==> config.mk <==
export PLATFORM = sky130hd
export DESIGN_NAME = recip_engine
export DESIGN_NICKNAME = d
export VERILOG_FILES = /design/src/rtl/recip_engine.sv
export SDC_FILE = /design/constraint.sdc
export NUM_CORES = 1
export LEC_CHECK = 0
export CORE_ASPECT_RATIO = 0.5
export CORE_MARGIN = 8
export CORE_UTILIZATION = 45
export DETAILED_ROUTE_END_ITERATION = 8
export HOLD_SLACK_MARGIN = 0.08
export SETUP_SLACK_MARGIN = 0.5
export SLEW_MARGIN = 20
export SYNTH_ARGS = -nofsm -noshare
export SYNTH_HDL_FRONTEND = slang
export SYNTH_SLANG_ARGS = --single-unit
export TNS_END_PERCENT = 10
==> constraint.sdc <==
create_clock -name clk_i -period 2.97 [get_ports clk_i]
set_input_delay 0.594 -clock clk_i [delete_from_list [all_inputs] [get_ports clk_i]]
set_output_delay 0.594 -clock clk_i [all_outputs]
set_load 0.01 [all_outputs]
==> src/rtl/recip_engine.sv <==
// Reciprocal engine: reads a 16-bit divisor from byte memory, computes floor(32768/divisor)
// by restoring division and writes the 16-bit quotient back, handshaking with Start/Ack.
module recip_engine #(
  parameter int unsigned DIVISOR_ADDR = 8,
  parameter int unsigned RESULT_ADDR  = 10
) (
  input  logic       clk_i,
  input  logic       rst_ni,
  input  logic       start_i,
  output logic       ack_o,
  output logic       busy_o,
  output logic [7:0] mem_addr_o,
  input  logic [7:0] mem_rd_data_i,
  output logic       mem_wr_en_o,
  output logic [7:0] mem_wr_data_o
);

  localparam logic [7:0] DivHiAddr = 8'(DIVISOR_ADDR);
  localparam logic [7:0] DivLoAddr = 8'(DIVISOR_ADDR + 1);
  localparam logic [7:0] ResHiAddr = 8'(RESULT_ADDR);
  localparam logic [7:0] ResLoAddr = 8'(RESULT_ADDR + 1);

  typedef enum logic [2:0] {
    StIdle, StArmed, StRdHi, StRdLo, StDiv, StWrHi, StWrLo, StDone
  } state_e;

  state_e      state_q;
  logic [15:0] divisor_q;
  logic [15:0] quot_q;
  logic [16:0] rem_q;
  logic [3:0]  cnt_q;
  logic        ack_q;
  logic        busy_q;
  logic [7:0]  addr_q;
  logic        wr_en_q;
  logic [7:0]  wr_data_q;

  logic [16:0] rem_shift;
  logic        rem_ge;
  logic [16:0] rem_next;
  logic [15:0] quot_next;
  logic [15:0] divisor_full;

  // Dividend is 16'h8000, so only the first (MSB) step shifts in a one.
  always_comb begin
    rem_shift    = {rem_q[15:0], (cnt_q == 4'd15)};
    rem_ge       = (rem_shift >= {1'b0, divisor_q});
    rem_next     = rem_ge ? (rem_shift - {1'b0, divisor_q}) : rem_shift;
    quot_next    = {quot_q[14:0], rem_ge};
    divisor_full = {divisor_q[15:8], mem_rd_data_i};
  end

  always_ff @(posedge clk_i or negedge rst_ni) begin
    if (!rst_ni) begin
      state_q   <= StIdle;
      divisor_q <= '0;
      quot_q    <= '0;
      rem_q     <= '0;
      cnt_q     <= '0;
      ack_q     <= 1'b0;
      busy_q    <= 1'b0;
      addr_q    <= '0;
      wr_en_q   <= 1'b0;
      wr_data_q <= '0;
    end else begin
      unique case (state_q)
        StIdle: begin
          if (start_i) state_q <= StArmed;
        end
        StArmed: begin
          if (!start_i) begin
            state_q <= StRdHi;
            addr_q  <= DivHiAddr;
            busy_q  <= 1'b1;
          end
        end
        StRdHi: begin
          divisor_q[15:8] <= mem_rd_data_i;
          addr_q          <= DivLoAddr;
          state_q         <= StRdLo;
        end
        StRdLo: begin
          divisor_q[7:0] <= mem_rd_data_i;
          if (divisor_full != 16'd0) begin
            state_q <= StDiv;
            cnt_q   <= 4'd15;
            rem_q   <= '0;
            quot_q  <= '0;
          end else begin
            // Zero divisor short-circuits to a fixed quotient of one.
            quot_q    <= 16'h0001;
            state_q   <= StWrHi;
            addr_q    <= ResHiAddr;
            wr_data_q <= 8'h00;
            wr_en_q   <= 1'b1;
          end
        end
        StDiv: begin
          rem_q  <= rem_next;
          quot_q <= quot_next;
          if (cnt_q == 4'd0) begin
            state_q   <= StWrHi;
            addr_q    <= ResHiAddr;
            wr_data_q <= quot_next[15:8];
            wr_en_q   <= 1'b1;
          end else begin
            cnt_q <= cnt_q - 4'd1;
          end
        end
        StWrHi: begin
          addr_q    <= ResLoAddr;
          wr_data_q <= quot_q[7:0];
          state_q   <= StWrLo;
        end
        StWrLo: begin
          wr_en_q <= 1'b0;
          busy_q  <= 1'b0;
          ack_q   <= 1'b1;
          state_q <= StDone;
        end
        StDone: begin
          if (start_i) begin
            ack_q   <= 1'b0;
            state_q <= StArmed;
          end
        end
        default: state_q <= StIdle;
      endcase
    end
  end

  assign ack_o         = ack_q;
  assign busy_o        = busy_q;
  assign mem_addr_o    = addr_q;
  assign mem_wr_en_o   = wr_en_q;
  assign mem_wr_data_o = wr_data_q;

endmodule

==> flow_summary.ini <==
[run_status]
status = finished clean

[detailed_routing]
remaining_drc_errors = 0
wl_mm = 9.44
dr.pass1.iters = 4
drt_iter0_markers = 174
wl_per_cell_um = 17.2
ant_nets = 0
via_per_inst = 5.64
routed-via-count = 3097

[sta]
worst_hold_slack_ns = 0.272
period_needed_ns = 2.62
rsz0062_at_grt = yes
relSlewSlack = 0.452
max_freq_mhz = 382
fin_skew_ns = 0.0107
finalSetupViolCount = 0
final-hold-violation-count = 0
drv_slew = 0
finalCritPeriodShare = 0.881
worst_slew_pin_slew_ns = 0.820
finalSetupTns_ns = 0

[pwr]
powerDensity_mw_per_mm2 = 1300
power.leakage_nw = 2.02
peakVddDrop_uv = 510

[worst_setup_path]
cp-end-kind = flop
path_class = reg -> reg
arrival_ns = 2.85
required_ns = 3.20
critPathMaxFanout = 4
worstReg2RegEnd = rem_q[12]
rr_startpoint = cnt_q[1]
critPathLaunchType = flop
r2r_cells = 12
r2r_setup_slack_ns = 0.35

[synthesis]
syn_avg_cell_area_um2 = 9.77
yosysTopAreaCell = dfrtp_1
synth.area.top_cells = dfrtp_1, ha_1, a21oi_1
synth.most_common_cell = dfrtp_1
synth.yosys.warnings = 0
ys_types = 61
synth-main-ff-cell = dfrtp_1
synth_top_cell_area_share = 0.440
synth_edf_count = 0
ys_seq_area_frac = 0.440
synth_seq_cells = 68
synth_commonest_cells = dfrtp_1, nand2_1, a21oi_1, nor2_1, inv_1
syn_area_mm2 = 0.00387
async_flop_share = 1.00
postSynthCellCount = 396

[place]
io_buffers = 24
dp_hpwl_mm = 6.75
gp_congestion = 0.878
dpl_cell_area_mm2 = 0.00421

[floorplan]
rows = 24
initial_core_util = 0.453
core-area_mm2 = 0.00853
ios = 30
die_x_um = 147
die_y_um = 81.6
die_area_mm2 = 0.0120

[global_route]
gr-usage-all-layers = 0.166
antenna_found_initial = 0
grt_overflow_total = 0
grt_pass1_vias = 2994
grt_pass1_wl_mm = 15.8
grt_start_max_net_pins = 69

[layout]
area_delta_synth_final_pct = 19.5
antenna_cells = 0
drive_gt1_frac = 0.141
nNetsFinal = 457
final_design_area_no_fill_mm2 = 0.00462

[clocking]
cts.htree.levels = 3
cts.sinks = 68
cts_hold_buf = 0
clk_latency_ns = 0.34
cts_tree = built
numCtsBuffers = 9
cts.clk_slew.worst_paths_ns = 0.06
clock_path_buffers = 2
root_buffer = clkbuf_16

[run]
max-cap-violations = 0

[min_path]
worstHoldPathType = in -> async
layout by cell type, fill, tap and decap left out, types with 4 or more instances in the layout:
master / count
mux2i_1: 7
xnor2_1: 4
nor2_1: 28
nor4_1: 5
o31ai_1: 4
a22o_1: 14
buf_4: 12
xor2_1: 7
ha_1: 16
mux2_2: 8
a32oi_1: 8
o21ai_0: 20
nand2b_1: 4
conb_1: 5
o21ai_1: 9
nand3_1: 8
nor3_1: 7
dfrtp_1: 68
clkbuf_16: 9
inv_1: 22
a22oi_1: 8
a21oi_1: 33
nand2_1: 35
clkdlybuf4s50_1: 23
flip-flops by register name, summed over array words and instances (netlist names):
signal / cells
divisor_q: 16
rem_q: 16
quot_q: 15
mem_wr_data_o: 8
cnt_q: 4
mem_addr_o: 3
state_q: 3
ack_o: 1
busy_o: 1
mem_wr_en_o: 1
worst max-delay path, stage by stage, from the launching register on:
cell,delay [ns]
dfrtp_1,0.38
ha_2,0.20
nand3_4,0.09
ha_4,0.15
inv_2,0.04
fa_2,0.40
a21oi_2,0.15
nor2b_2,0.07
a311oi_2,0.36
o21bai_1,0.15
a31oi_1,0.22
xor2_1,0.09
o31ai_1,0.21
per-stage QoR:
| stage | util | total power, mW | std cells | setup WS [ns] |
|---|---|---|---|---|
| finish | 0.542 | 6.02 | 549 | 0.353 |
| global route | 0.542 | 6.51 | 549 | 0.221 |
| CTS | 0.534 | 5.91 | 544 | 0.390 |
| detailed placement | 0.494 | 4.71 | 525 | 0.306 |
| global placement | 0.494 | 4.62 | 525 | 0.364 |
| floorplan | - | 3.89 | 400 | 0.457 |
area by class of cell:
type	count	area, µm²
Clock buffer	9	225
Fill cell	777	3910
Clock inverter	7	91.3
Inverter	23	86.3
Sequential cell	68	1700
Multi-Input combinational cell	287	2000
Tap cell	117	146
Timing Repair Buffer	38	365
worst max-delay path by stage:
stage	startpoint	to	slack [ns]	depth (start not counted)
2_1_floorplan	cnt_q[0]	rem_q[12]	0.46	12
5_1_grt	cnt_q[1]	rem_q[12]	0.22	12
4_1_cts	cnt_q[0]	rem_q[12]	0.39	12
3_5_place_dp	cnt_q[0]	rem_q[12]	0.31	12
3_3_place_gp	cnt_q[0]	rem_q[12]	0.36	12
6_report	cnt_q[1]	rem_q[12]	0.35	12
logic make-up (layout without fill, tap and decap cells):
| group | count (synthesis) | count (layout) | share of synthesized area |
|---|---|---|---|
| adders and majority gates | 21 | 21 | 0.0686 |
| and+or+nand+nor | 109 | 109 | 0.139 |
| muxes | 15 | 15 | 0.0414 |
| DFF | 68 | 68 | 0.440 |
| other | 1 | 5 | 0.000970 |
| AOI/OAI and AO/OA | 126 | 126 | 0.230 |
| xor gates and xnor gates | 11 | 11 | 0.0249 |
| buffers and inverters | 45 | 77 | 0.0550 |
power breakdown:
group | internal, mW | switching (mW) | leakage [nW]
Sequential | 1.29 | 0.349 | 0.848
Combinational | 1.42 | 1.83 | 1.01
Clock | 0.731 | 0.401 | 0.155
per-layer routing:
layer | up-vias | global-route usage | routed length [µm]
met1 | 1523 | 0.228 | 4600
met4 | 0 | 0.0525 | 68
met2 | 71 | 0.247 | 4100
li1 | 1498 | - | -
met5 | - | 0 | 0
met3 | 5 | 0.0528 | 662
timing repair:
item / in CTS / in global routing
pin swaps: 3 / 9
buffers inserted: 3 / 5
gates resized for setup: 2 / 6
setup endpoints to repair: 13 / 23
Power figures use the tool's default switching activity.
